**config.mk**
```make
export PLATFORM = sky130hd
export DESIGN_NAME = disp_mode_ctrl
export DESIGN_NICKNAME = d
export VERILOG_FILES = /design/src/rtl/disp_pkg.sv /design/src/rtl/frame_start_det.sv /design/src/rtl/disp_mode_ctrl.sv
export SDC_FILE = /design/constraint.sdc
export NUM_CORES = 1
export LEC_CHECK = 0
export ABC_AREA = 1
export BUFFER_PORTS_ARGS = -buffer_cell sky130_fd_sc_hd__buf_2
export CAP_MARGIN = 10
export CORE_ASPECT_RATIO = 1.75
export CORE_MARGIN = 4
export CORE_UTILIZATION = 41
export CTS_CLUSTER_DIAMETER = 40
export DETAILED_ROUTE_END_ITERATION = 6
export PLACE_DENSITY = 0.72
export SLEW_MARGIN = 20
export SYNTH_ARGS = -nofsm -noshare
export SYNTH_HDL_FRONTEND = slang
export SYNTH_SLANG_ARGS = --single-unit
```
**constraint.sdc**
```tcl
create_clock -name DCLK -period 1.8 [get_ports DCLK]
set_input_delay 0.09 -clock DCLK [delete_from_list [all_inputs] [get_ports DCLK]]
set_output_delay 0.09 -clock DCLK [all_outputs]
set_load 0.01 [all_outputs]
```
**src/rtl/disp_pkg.sv**
```systemverilog
// ---------------------------------------------------------------------------
// disp_pkg
// Shared constants for the display mode controller and the pixel path:
// resolution codes, controller state encoding, counter widths and a helper
// that tells whether a resolution code may be applied to syncgen.
// ---------------------------------------------------------------------------
package disp_pkg;

  typedef logic [1:0] resol_t;

  localparam resol_t RESOL_VGA  = 2'd0;
  localparam resol_t RESOL_XGA  = 2'd1;
  localparam resol_t RESOL_SXGA = 2'd2;
  localparam resol_t RESOL_RSVD = 2'd3;

  // Controller states, kept as plain constants so legacy code can decode them.
  localparam logic [1:0] ST_HOLD    = 2'd0;
  localparam logic [1:0] ST_SETTLE  = 2'd1;
  localparam logic [1:0] ST_RUN     = 2'd2;
  localparam logic [1:0] ST_WAIT_FS = 2'd3;

  localparam int CNT_W   = 11;  // syncgen HCNT/VCNT width
  localparam int HOLD_W  = 8;
  localparam int FRAME_W = 4;
  localparam int TMO_W   = 24;

  // Only the three defined resolutions may ever reach syncgen.
  function automatic logic resol_valid(input resol_t r);
    case (r)
      RESOL_VGA, RESOL_XGA, RESOL_SXGA: return 1'b1;
      RESOL_RSVD:                       return 1'b0;
    endcase
  endfunction

endpackage

```
**src/rtl/frame_start_det.sv**
```systemverilog
// ---------------------------------------------------------------------------
// frame_start_det
// Flags the first pixel of a frame coming out of syncgen. While syncgen is
// held in reset its counters sit at zero, so the reset input masks the
// detection to avoid reporting a frame start every cycle of the hold.
// Ports:
//   hcnt, vcnt : syncgen horizontal / vertical counters
//   sync_rst   : active-high reset currently applied to syncgen
//   fs         : high for the cycle in which a frame starts
// ---------------------------------------------------------------------------
module frame_start_det
  import disp_pkg::*;
(
  input  logic [CNT_W-1:0] hcnt,
  input  logic [CNT_W-1:0] vcnt,
  input  logic             sync_rst,
  output logic             fs
);

  assign fs = !sync_rst && (hcnt == '0) && (vcnt == '0);

endmodule

```
**src/rtl/disp_mode_ctrl.sv**
```systemverilog
// ---------------------------------------------------------------------------
// disp_mode_ctrl
// Sequences resolution changes and power-up of syncgen: mutes the pixel
// output, waits for a frame boundary, holds syncgen in reset while RESOL
// switches, then re-enables output after BLANK_FRAMES clean frame starts.
// Ports:
//   DCLK, DRST_X          : display clock, synchronous active-low reset
//   REQ_RESOL, REQ_VALID  : resolution request (valid/ready)
//   REQ_READY             : request accepted this cycle when high (RUN only)
//   HCNT, VCNT            : counters from syncgen
//   RESOL, SYNC_RST       : resolution and active-high reset to syncgen
//   DSP_ENABLE            : pixel output gate
//   BUSY, DONE, ERR       : status; DONE/ERR are one-cycle pulses
// All outputs are registered.
// ---------------------------------------------------------------------------
module disp_mode_ctrl
  import disp_pkg::*;
#(
  parameter int unsigned      HOLD_CYC     = 16,   // 2..256
  parameter int unsigned      BLANK_FRAMES = 2,    // 1..15
  parameter logic [TMO_W-1:0] TIMEOUT_CYC  = 24'd4_000_000,
  parameter resol_t           DEF_RESOL    = RESOL_VGA
) (
  input  logic             DCLK,
  input  logic             DRST_X,
  input  logic [1:0]       REQ_RESOL,
  input  logic             REQ_VALID,
  output logic             REQ_READY,
  input  logic [CNT_W-1:0] HCNT,
  input  logic [CNT_W-1:0] VCNT,
  output logic [1:0]       RESOL,
  output logic             SYNC_RST,
  output logic             DSP_ENABLE,
  output logic             BUSY,
  output logic             DONE,
  output logic             ERR
);

  localparam logic [HOLD_W-1:0]  HOLD_LAST  = HOLD_W'(HOLD_CYC - 1);
  localparam logic [FRAME_W-1:0] FRAME_LAST = FRAME_W'(BLANK_FRAMES - 1);
  localparam logic [TMO_W-1:0]   TMO_LAST   = TIMEOUT_CYC - TMO_W'(1);

  logic [1:0]         state,     state_nxt;
  logic [HOLD_W-1:0]  hold_cnt,  hold_nxt;
  logic [FRAME_W-1:0] frame_cnt, frame_nxt;
  logic [TMO_W-1:0]   tmo_cnt,   tmo_nxt;
  resol_t             pend,      pend_nxt;
  resol_t             resol_nxt;
  logic               done_nxt, err_nxt;
  logic               fs;

  frame_start_det u_fs (
    .hcnt     (HCNT),
    .vcnt     (VCNT),
    .sync_rst (SYNC_RST),
    .fs       (fs)
  );

  always_comb begin
    // NOTE: every signal driven here gets a default first; a path that left
    // one unassigned would infer a latch.
    state_nxt = state;
    hold_nxt  = hold_cnt;
    frame_nxt = frame_cnt;
    tmo_nxt   = tmo_cnt;
    pend_nxt  = pend;
    resol_nxt = RESOL;
    done_nxt  = 1'b0;
    err_nxt   = 1'b0;

    case (state)
      ST_HOLD: begin
        if (hold_cnt == HOLD_LAST) begin
          state_nxt = ST_SETTLE;
          hold_nxt  = '0;
          frame_nxt = '0;
          tmo_nxt   = '0;
        end else begin
          hold_nxt = hold_cnt + HOLD_W'(1);
        end
      end

      ST_SETTLE: begin
        // A frame start beats a simultaneous timeout.
        if (fs) begin
          frame_nxt = frame_cnt + FRAME_W'(1);
          tmo_nxt   = '0;
          if (frame_cnt == FRAME_LAST) begin
            state_nxt = ST_RUN;
            done_nxt  = 1'b1;
          end
        end else if (tmo_cnt == TMO_LAST) begin
          // Retry the power-up with the same RESOL.
          state_nxt = ST_HOLD;
          hold_nxt  = '0;
          err_nxt   = 1'b1;
        end else begin
          tmo_nxt = tmo_cnt + TMO_W'(1);
        end
      end

      ST_RUN: begin
        if (REQ_VALID && REQ_READY) begin
          if (!resol_valid(REQ_RESOL)) begin
            err_nxt = 1'b1;
          end else if (REQ_RESOL == RESOL) begin
            done_nxt = 1'b1;
          end else begin
            pend_nxt  = REQ_RESOL;
            state_nxt = ST_WAIT_FS;
          end
        end
      end

      ST_WAIT_FS: begin
        // Only frame starts seen in this state count, so a handshake that
        // coincides with a frame start waits for the following one.
        if (fs) begin
          resol_nxt = pend;
          state_nxt = ST_HOLD;
          hold_nxt  = '0;
        end
      end

      default: begin
        state_nxt = ST_HOLD;
        hold_nxt  = '0;
      end
    endcase
  end

  // NOTE: sequential state uses non-blocking assignments so every register
  // samples the pre-edge values, independent of statement order.
  always_ff @(posedge DCLK) begin
    if (!DRST_X) begin
      state     <= ST_HOLD;
      hold_cnt  <= '0;
      frame_cnt <= '0;
      tmo_cnt   <= '0;
      pend      <= DEF_RESOL;
    end else begin
      state     <= state_nxt;
      hold_cnt  <= hold_nxt;
      frame_cnt <= frame_nxt;
      tmo_cnt   <= tmo_nxt;
      pend      <= pend_nxt;
    end
  end

  // Outputs are decoded from the next state so they change on the same edge
  // as the state itself; RESOL and SYNC_RST therefore rise together.
  always_ff @(posedge DCLK) begin
    if (!DRST_X) begin
      RESOL      <= DEF_RESOL;
      SYNC_RST   <= 1'b1;
      DSP_ENABLE <= 1'b0;
      BUSY       <= 1'b1;
      REQ_READY  <= 1'b0;
      DONE       <= 1'b0;
      ERR        <= 1'b0;
    end else begin
      RESOL      <= resol_nxt;
      SYNC_RST   <= (state_nxt == ST_HOLD);
      DSP_ENABLE <= (state_nxt == ST_RUN);
      BUSY       <= (state_nxt != ST_RUN);
      REQ_READY  <= (state_nxt == ST_RUN);
      DONE       <= done_nxt;
      ERR        <= err_nxt;
    end
  end

endmodule

```
# Yosys cells after proc, flatten, opt, wreduce, memory -nomap -nowiden
# Index checks and enable logic that the tools add are counted.
# W data, S select, Z words.
[totals] latch_bits=0 inputBits=27 word_cells=85 romBits=0 reg_bits=47 n_memories=0 output_inout_bits=8 mem_bits_rw=0
[op_classes] n_div=0 mux=35 shift=0 add_sub_neg=3 n_reduce_logical=17 magnitude_cmp=0 n_eq_ne=18 mul=0 n_bitwise=1
[ops] operator="$mux W24" count=3
[ops] operator="$pmux W24 S2" count=1
[ops] operator="$mux W8" count=4
[ops] operator="$add A24 B1 Y24 const B" count=1
[ops] operator="$eq A24 B22 Y1 const B" count=1
[ops] operator="$pmux W8 S3" count=1
[ops] operator="$logic_not A11 Y1" count=2
[ops] operator="$mux W2" count=8
[ops] operator="$ne A2 B2 Y1 const B" count=6
[ops] operator="$mux W1" count=11
[ops] operator="$eq A2 B2 Y1 const B" count=5
[ops] operator="$add A8 B1 Y8 const B" count=1
[ops] operator="$eq A8 B4 Y1 const B" count=1
[ops] operator="$mux W4" count=2
[ops] operator="$pmux W2 S4" count=1
[ops] operator="$pmux W4 S2" count=1
[ops] operator="$reduce_and A4 Y1" count=2
[ops] operator="$logic_not A2 Y1" count=3
[ops] operator="$pmux W1 S2" count=3
[ops] operator="$reduce_and A3 Y1" count=2
[ops] operator="$add A4 B1 Y4 const B" count=1
[ops] operator="$eq A2 B1 Y1 const B" count=2
[ops] operator="$eq A4 B1 Y1 const B" count=1
[ops] operator="$logic_and A1 B1 Y1" count=3
[ops] operator="8 further kinds" count=8

# Longest topological paths before layout
[logic_depth] ltp_word=9 depth_mapped=13 depth_no_buf=13

# Modules after synthesis
# From an unflattened synthesis, not the netlist that was laid out.
[unflattened] cells_unflattened=530 area_unflattened_um2=3226.8
[modules_own_cells] mod="disp_mode_ctrl" n_inst=1 cells_each=509 area_per_inst_um2=3143.0 seq_area_each_um2=940.9
[modules_own_cells] mod="frame_start_det" n_inst=1 cells_each=21 area_per_inst_um2=83.8 seq_area_each_um2=0.0

# Least setup slack after synthesis
# OpenSTA, ideal clock, no wires.
[synth_timing] path_kind="register to register" startpoint="register state[1]" endpoint="register tmo_cnt[17]" synth_period_minus_slack_ps=1767 t_arrival_ps=1623 path_stages_with_launch=13 slack_ps=33 n_path_buf=2 t_required_ps=1657 setup_ps=143 cell_sequence="dfxtp_1 -> inv_1 -> ha_1 -> buf_2 -> inv_1 -> nand2_1 -> o21ai_2 -> inv_2 -> nand2_8 -> inv_4 -> buf_6 -> nand2_1 -> a21oi_2"
[synth_between] elab_chain_len=3 elab_cells_between_ends=7 classes_between="eq/ne (3); mux (1); reduce/logical (3)"
[synth_lines] element="start, declared" line_no="disp_mode_ctrl.sv:43" source="logic [1:0] state, state_nxt;"
[synth_lines] element="start signal, assigned" line_no="disp_mode_ctrl.sv:142" source="state <= state_nxt;"
[synth_lines] element="$eq A2 B1 Y1 / $logic_not A2 Y1 (equally long branches)" line_no="disp_mode_ctrl.sv:71" source="case (state)"
[synth_lines] element="$ne A3 B3 Y1 (no line), or another cell as far along"
[synth_lines] element="$reduce_and A3 Y1 (no line)"
[synth_lines] element="end signal, assigned" line_no="disp_mode_ctrl.sv:145" source="tmo_cnt <= tmo_nxt;"
[synth_lines] element="end, declared" line_no="disp_mode_ctrl.sv:46" source="logic [TMO_W-1:0] tmo_cnt, tmo_nxt;"
# Several ways; a longest one is shown, not always the timed one.
# A chain may end at the register's enable or synchronous reset.

# Final worst setup path
[layout_timing] startpoint="register tmo_cnt[1]" endpoint="register tmo_cnt[14]"
[layout_between] elab_chain_len=4 elab_cells_between_ends=7 classes_between="add/sub (1); eq/ne (2); mux (3); reduce/logical (1)"
[layout_lines] element="$add A24 B1 Y24" line_no="disp_mode_ctrl.sv:98" source="tmo_nxt = tmo_cnt + TMO_W'(1);"
[layout_lines] element="$mux W24" line_no="disp_mode_ctrl.sv:92" source="end else if (tmo_cnt == TMO_LAST) begin"
[layout_lines] element="$mux W24" line_no="disp_mode_ctrl.sv:85" source="if (fs) begin"
[layout_lines] element="$pmux W24 S2" line_no="disp_mode_ctrl.sv:71"
# Several ways; a longest one is shown, not always the timed one. The select of a mux whose other input is x is not followed.

==> tab_implementation.tex <==
\begin{tabular}{lr}
\hline
Metric & Value \\
\hline
\multicolumn{2}{l}{\textbf{Status}} \\
Result of the run & finished clean \\
\multicolumn{2}{l}{\textbf{Yosys}} \\
Flip-flop and latch count after synthesis & 47 \\
Syn Nets & 527 \\
Share of synthesized flip-flops with an asynchronous set or reset & 0\% \\
Synth Warn \# & 0 \\
Post-synth cell types & 39 \\
Cells taking the most area after synthesis & sky130\_fd\_sc\_hd\_\_dfxtp\_1, sky130\_fd\_sc\_hd\_\_nand2\_1, sky130\_fd\_sc\_hd\_\_nor2\_1 \\
Cell type contributing the most total cell area after synthesis & sky130\_fd\_sc\_hd\_\_dfxtp\_1 \\
Combined area of all synthesized cells & 3130 um\^{}2 \\
Ranking of synthesized cells by instance count & sky130\_fd\_sc\_hd\_\_nand2\_1, sky130\_fd\_sc\_hd\_\_nor2\_1, sky130\_fd\_sc\_hd\_\_dfxtp\_1, sky130\_fd\_sc\_hd\_\_inv\_1, sky130\_fd\_sc\_hd\_\_nand3\_1 \\
Area fraction of the dominant cell type after synthesis & 30.0\% \\
Gate count of the mapped netlist & 491 \\
Library cell with the highest instance count after synthesis & sky130\_fd\_sc\_hd\_\_nand2\_1 \\
Primary FF master, synth & sky130\_fd\_sc\_hd\_\_dfxtp\_1 \\
Post-Synthesis Mean Instance Area & 6.38 um\^{}2 \\
Number of synthesized flops with an enable pin & 0 \\
Sequential fraction of the synthesis area & 30.0\% \\
\multicolumn{2}{l}{\textbf{Critical path}} \\
Worst reg2reg endpoint & tmo\_cnt[14] \\
Worst Path Class, Setup & reg -> reg \\
Depth of the worst register-to-register path & 10 \\
Category of the worst setup path capture point & register \\
Crit path DAT & 1.96 ns \\
Type of origin of the critical path & register \\
Data required, critical path & 2.03 ns \\
Maximum fanout encountered on the critical timing path & 12 \\
Worst R2R Start & tmo\_cnt[1] \\
Setup slack on the worst flop-to-flop path & 0.07 ns \\
\multicolumn{2}{l}{\textbf{Layout}} \\
Final std cells w/o fill & 636 \\
Number of nets in the final layout & 585 \\
Total area of sequential cells & 956 um\^{}2 \\
Diodes inserted & 0 \\
Multi-input logic area & 1990 um\^{}2 \\
Core utilization of the finished layout & 51.9\% \\
Fraction of final layout cells sized beyond drive strength 1 & 26.2\% \\
Layout overhead on the synthesized area & 21.4\% \\
Filler Cells Inserted & 726 \\
\multicolumn{2}{l}{\textbf{Clocking}} \\
Hold buffer count at CTS & 0 \\
CTS tree & done \\
Buffer cell driving the clock tree root & sky130\_fd\_sc\_hd\_\_clkbuf\_16 \\
Post-CTS setup repair buffer count & 0 \\
Max Buffers Root-to-Sink & 2 \\
CTS sink cnt & 47 \\
CTS clock-pin slew for the worst setup and hold paths & 0.07 ns \\
Clock network latency to the later pin of the worst-skew pair & 0.29 ns \\
Total CTS buffers & 5 \\
H-Tree Depth & 2 \\
\multicolumn{2}{l}{\textbf{Floorplanning}} \\
Top-level port count & 35 \\
Standard-cell row count & 41 \\
Floorplan Core Area & 7340 um\^{}2 \\
Die ar. & 9160 um\^{}2 \\
Effective utilization at floorplan & 42.7\% \\
Die Span Y & 124 um \\
Die outline width & 74.1 um \\
\multicolumn{2}{l}{\textbf{STA}} \\
Achievable frequency & 0.577 GHz \\
Crit share post-route & 96.2\% \\
RSZ-0062 raised after global routing & yes \\
Clk\_skew & 0.00403 ns \\
Max Transition Viols Final & 0 \\
Worst Tran Pin Value & 0.352 ns \\
Tightest hold margin & 0.0719 ns \\
Final setup violation count & 0 \\
Tmin final & 1.73 ns \\
Final hold violation count & 0 \\
Worst slew margin & 76.5\% \\
\multicolumn{2}{l}{\textbf{Min path}} \\
Hold Crit Depth & 3 \\
Worst Hold End & pend[1] \\
Min-Delay Path Class & in -> reg \\
HP Start & REQ\_RESOL[1] \\
\multicolumn{2}{l}{\textbf{GRT}} \\
Wire length of the first global-routing pass & 13600 um \\
Congestion Overflow GR & 0 \\
Global router's overall resource usage & 19.2\% \\
Pin count of the biggest net entering global routing & 23 \\
Via count of the first global-routing pass & 3145 \\
Antenna violations before repair & 0 \\
\multicolumn{2}{l}{\textbf{Detailed routing}} \\
DRC violation total after the first TritonRoute iteration & 146 \\
Number of routed nets with antenna violations & 0 \\
Remaining DRCs & 0 \\
First-pass iteration count of the detailed router & 5 \\
Vias post-DR & 3235 \\
Routed WL per cell & 12.9 um \\
Final wirelength & 8200 um \\
Drt via density & 5.09 \\
\multicolumn{2}{l}{\textbf{Flow run}} \\
Maximum Capacitance Violations & 0 \\
\multicolumn{2}{l}{\textbf{Place}} \\
Weighted congestion reported at the end of routability-driven placement & 0.971 \\
Cell count after placement & 627 \\
PortBufs & 34 \\
Post-DP HPWL & 6250 um \\
\multicolumn{2}{l}{\textbf{Power and ir drop}} \\
Highest ir drop seen on vdd & 0.451 mV \\
Cell leakage power & 1.49 nW \\
Total power & 3.39 mW \\
PwrDens & 891 nW/um\^{}2 \\
\hline
\end{tabular}
## metrics by stage
step | setup TNS (ns) | setup slack [ns] | instance area [um^2]
final | 0 | 0.0675 | 3810
after global routing | -0.341 | -0.0425 | 3810
after CTS | 0 | 0.00903 | 3720
after detailed placement | -0.544 | -0.0435 | 3530
after global placement | -0.236 | -0.0295 | 3530
after floorplan | 0 | 0.0333 | 3130
## how the worst max path moves through the flow
stage / start / to / slack (ns) / depth (start not counted)
after floorplan: state[1] / tmo_cnt[17] / 0.03 / 12
after global placement: hold_cnt[0] / tmo_cnt[1] / -0.03 / 11
after detailed placement: hold_cnt[0] / tmo_cnt[9] / -0.04 / 11
after CTS: tmo_cnt[0] / tmo_cnt[3] / 0.009 / 10
after global routing: tmo_cnt[0] / hold_cnt[7] / -0.04 / 11
final: tmo_cnt[1] / tmo_cnt[14] / 0.07 / 10
## cells by family after synthesis
kind of cell               after synthesis  share of synthesized area, %
DFF                                     47                          30.0
buffers and inverters                   63                          9.06
adders and majority gates                9                          3.59
AOI/OAI and AO/OA                       49                          10.4
and+or+nand+nor                        311                          43.6
xor gates and xnor gates                12                          3.35
## timing repair
| item | CTS | global route |
|---|---|---|
| cloned | 1 | 0 |
| endpoints found under the setup margin | 19 | 39 |
| pin swaps | 1 | 3 |
| gates resized for setup | 3 | 33 |
## flip-flops by register name, indices dropped and copies added, names as in the netlist
| signal | count |
|---|---|
| BUSY | 1 |
| DONE | 1 |
| DSP_ENABLE | 1 |
| ERR | 1 |
| RESOL | 2 |
| SYNC_RST | 1 |
| frame_cnt | 4 |
| hold_cnt | 8 |
| pend | 2 |
| state | 2 |
| tmo_cnt | 24 |
## routing by layer
metal  global-route usage, %  wire length [um]  vias up
li1                        -                 -     1658
met2                    36.6              4570       73
met5                       0                 0        -
met1                    18.3              3000     1478
met4                    12.1               397        0
met3                    3.07               232       26
## where the power goes
part           switching [mW]  internal (mW)  total [mW]
clock network           0.412          0.655        1.07
logic                   0.761          0.391        1.15
registers              0.0553           1.12        1.17
## layout make-up
class,count,share of cell area (%)
multi-input cells,382,52.2
inverters,53,5.62
repair buffers,60,9.80
clock inverters,3,1.15
flip-flops and latches,47,25.1
well taps,86,2.83
clock buffers,5,3.29
## critical path, stage by stage (launching register included)
cell and delay, ns:
sky130_fd_sc_hd__dfxtp_2 0.37, sky130_fd_sc_hd__ha_2 0.21, sky130_fd_sc_hd__nand3_2 0.12, sky130_fd_sc_hd__nor2_4 0.13, sky130_fd_sc_hd__nand2_2 0.08, sky130_fd_sc_hd__nor2_4 0.11
sky130_fd_sc_hd__nand3_4 0.16, sky130_fd_sc_hd__nand2_8 0.18, sky130_fd_sc_hd__buf_4 0.15, sky130_fd_sc_hd__nand2_2 0.05, sky130_fd_sc_hd__a21oi_2 0.12
## cells in the final DEF (no fill, tap or decap), types with 2 or more instances in the layout
master,synthesis,routed
sky130_fd_sc_hd__nand2_1,128,124
sky130_fd_sc_hd__nor2_1,106,102
sky130_fd_sc_hd__inv_1,47,46
sky130_fd_sc_hd__dfxtp_1,47,37
sky130_fd_sc_hd__buf_2,1,34
sky130_fd_sc_hd__nand3_1,33,31
sky130_fd_sc_hd__buf_4,1,24
sky130_fd_sc_hd__nand2_2,13,17
sky130_fd_sc_hd__a21oi_2,17,17
sky130_fd_sc_hd__o21ai_0,15,12
sky130_fd_sc_hd__nor3_1,10,9
sky130_fd_sc_hd__dfxtp_2,0,9
sky130_fd_sc_hd__xor2_1,8,8
sky130_fd_sc_hd__a21oi_1,8,8
sky130_fd_sc_hd__ha_1,9,8
sky130_fd_sc_hd__o21ai_1,4,7
sky130_fd_sc_hd__nor2_2,2,6
sky130_fd_sc_hd__nand4_1,5,5
sky130_fd_sc_hd__clkbuf_16,0,5
sky130_fd_sc_hd__inv_2,4,4
sky130_fd_sc_hd__nor2_4,4,4
sky130_fd_sc_hd__xnor2_1,4,4
sky130_fd_sc_hd__nand3_4,1,2
sky130_fd_sc_hd__nand3_2,1,2
sky130_fd_sc_hd__clkinv_4,1,2
sky130_fd_sc_hd__nand2_8,1,2
sky130_fd_sc_hd__nor3_2,1,2
sky130_fd_sc_hd__or2_2,2,2
sky130_fd_sc_hd__buf_6,1,2
No activity file was read; power rests on OpenSTA's default activity.
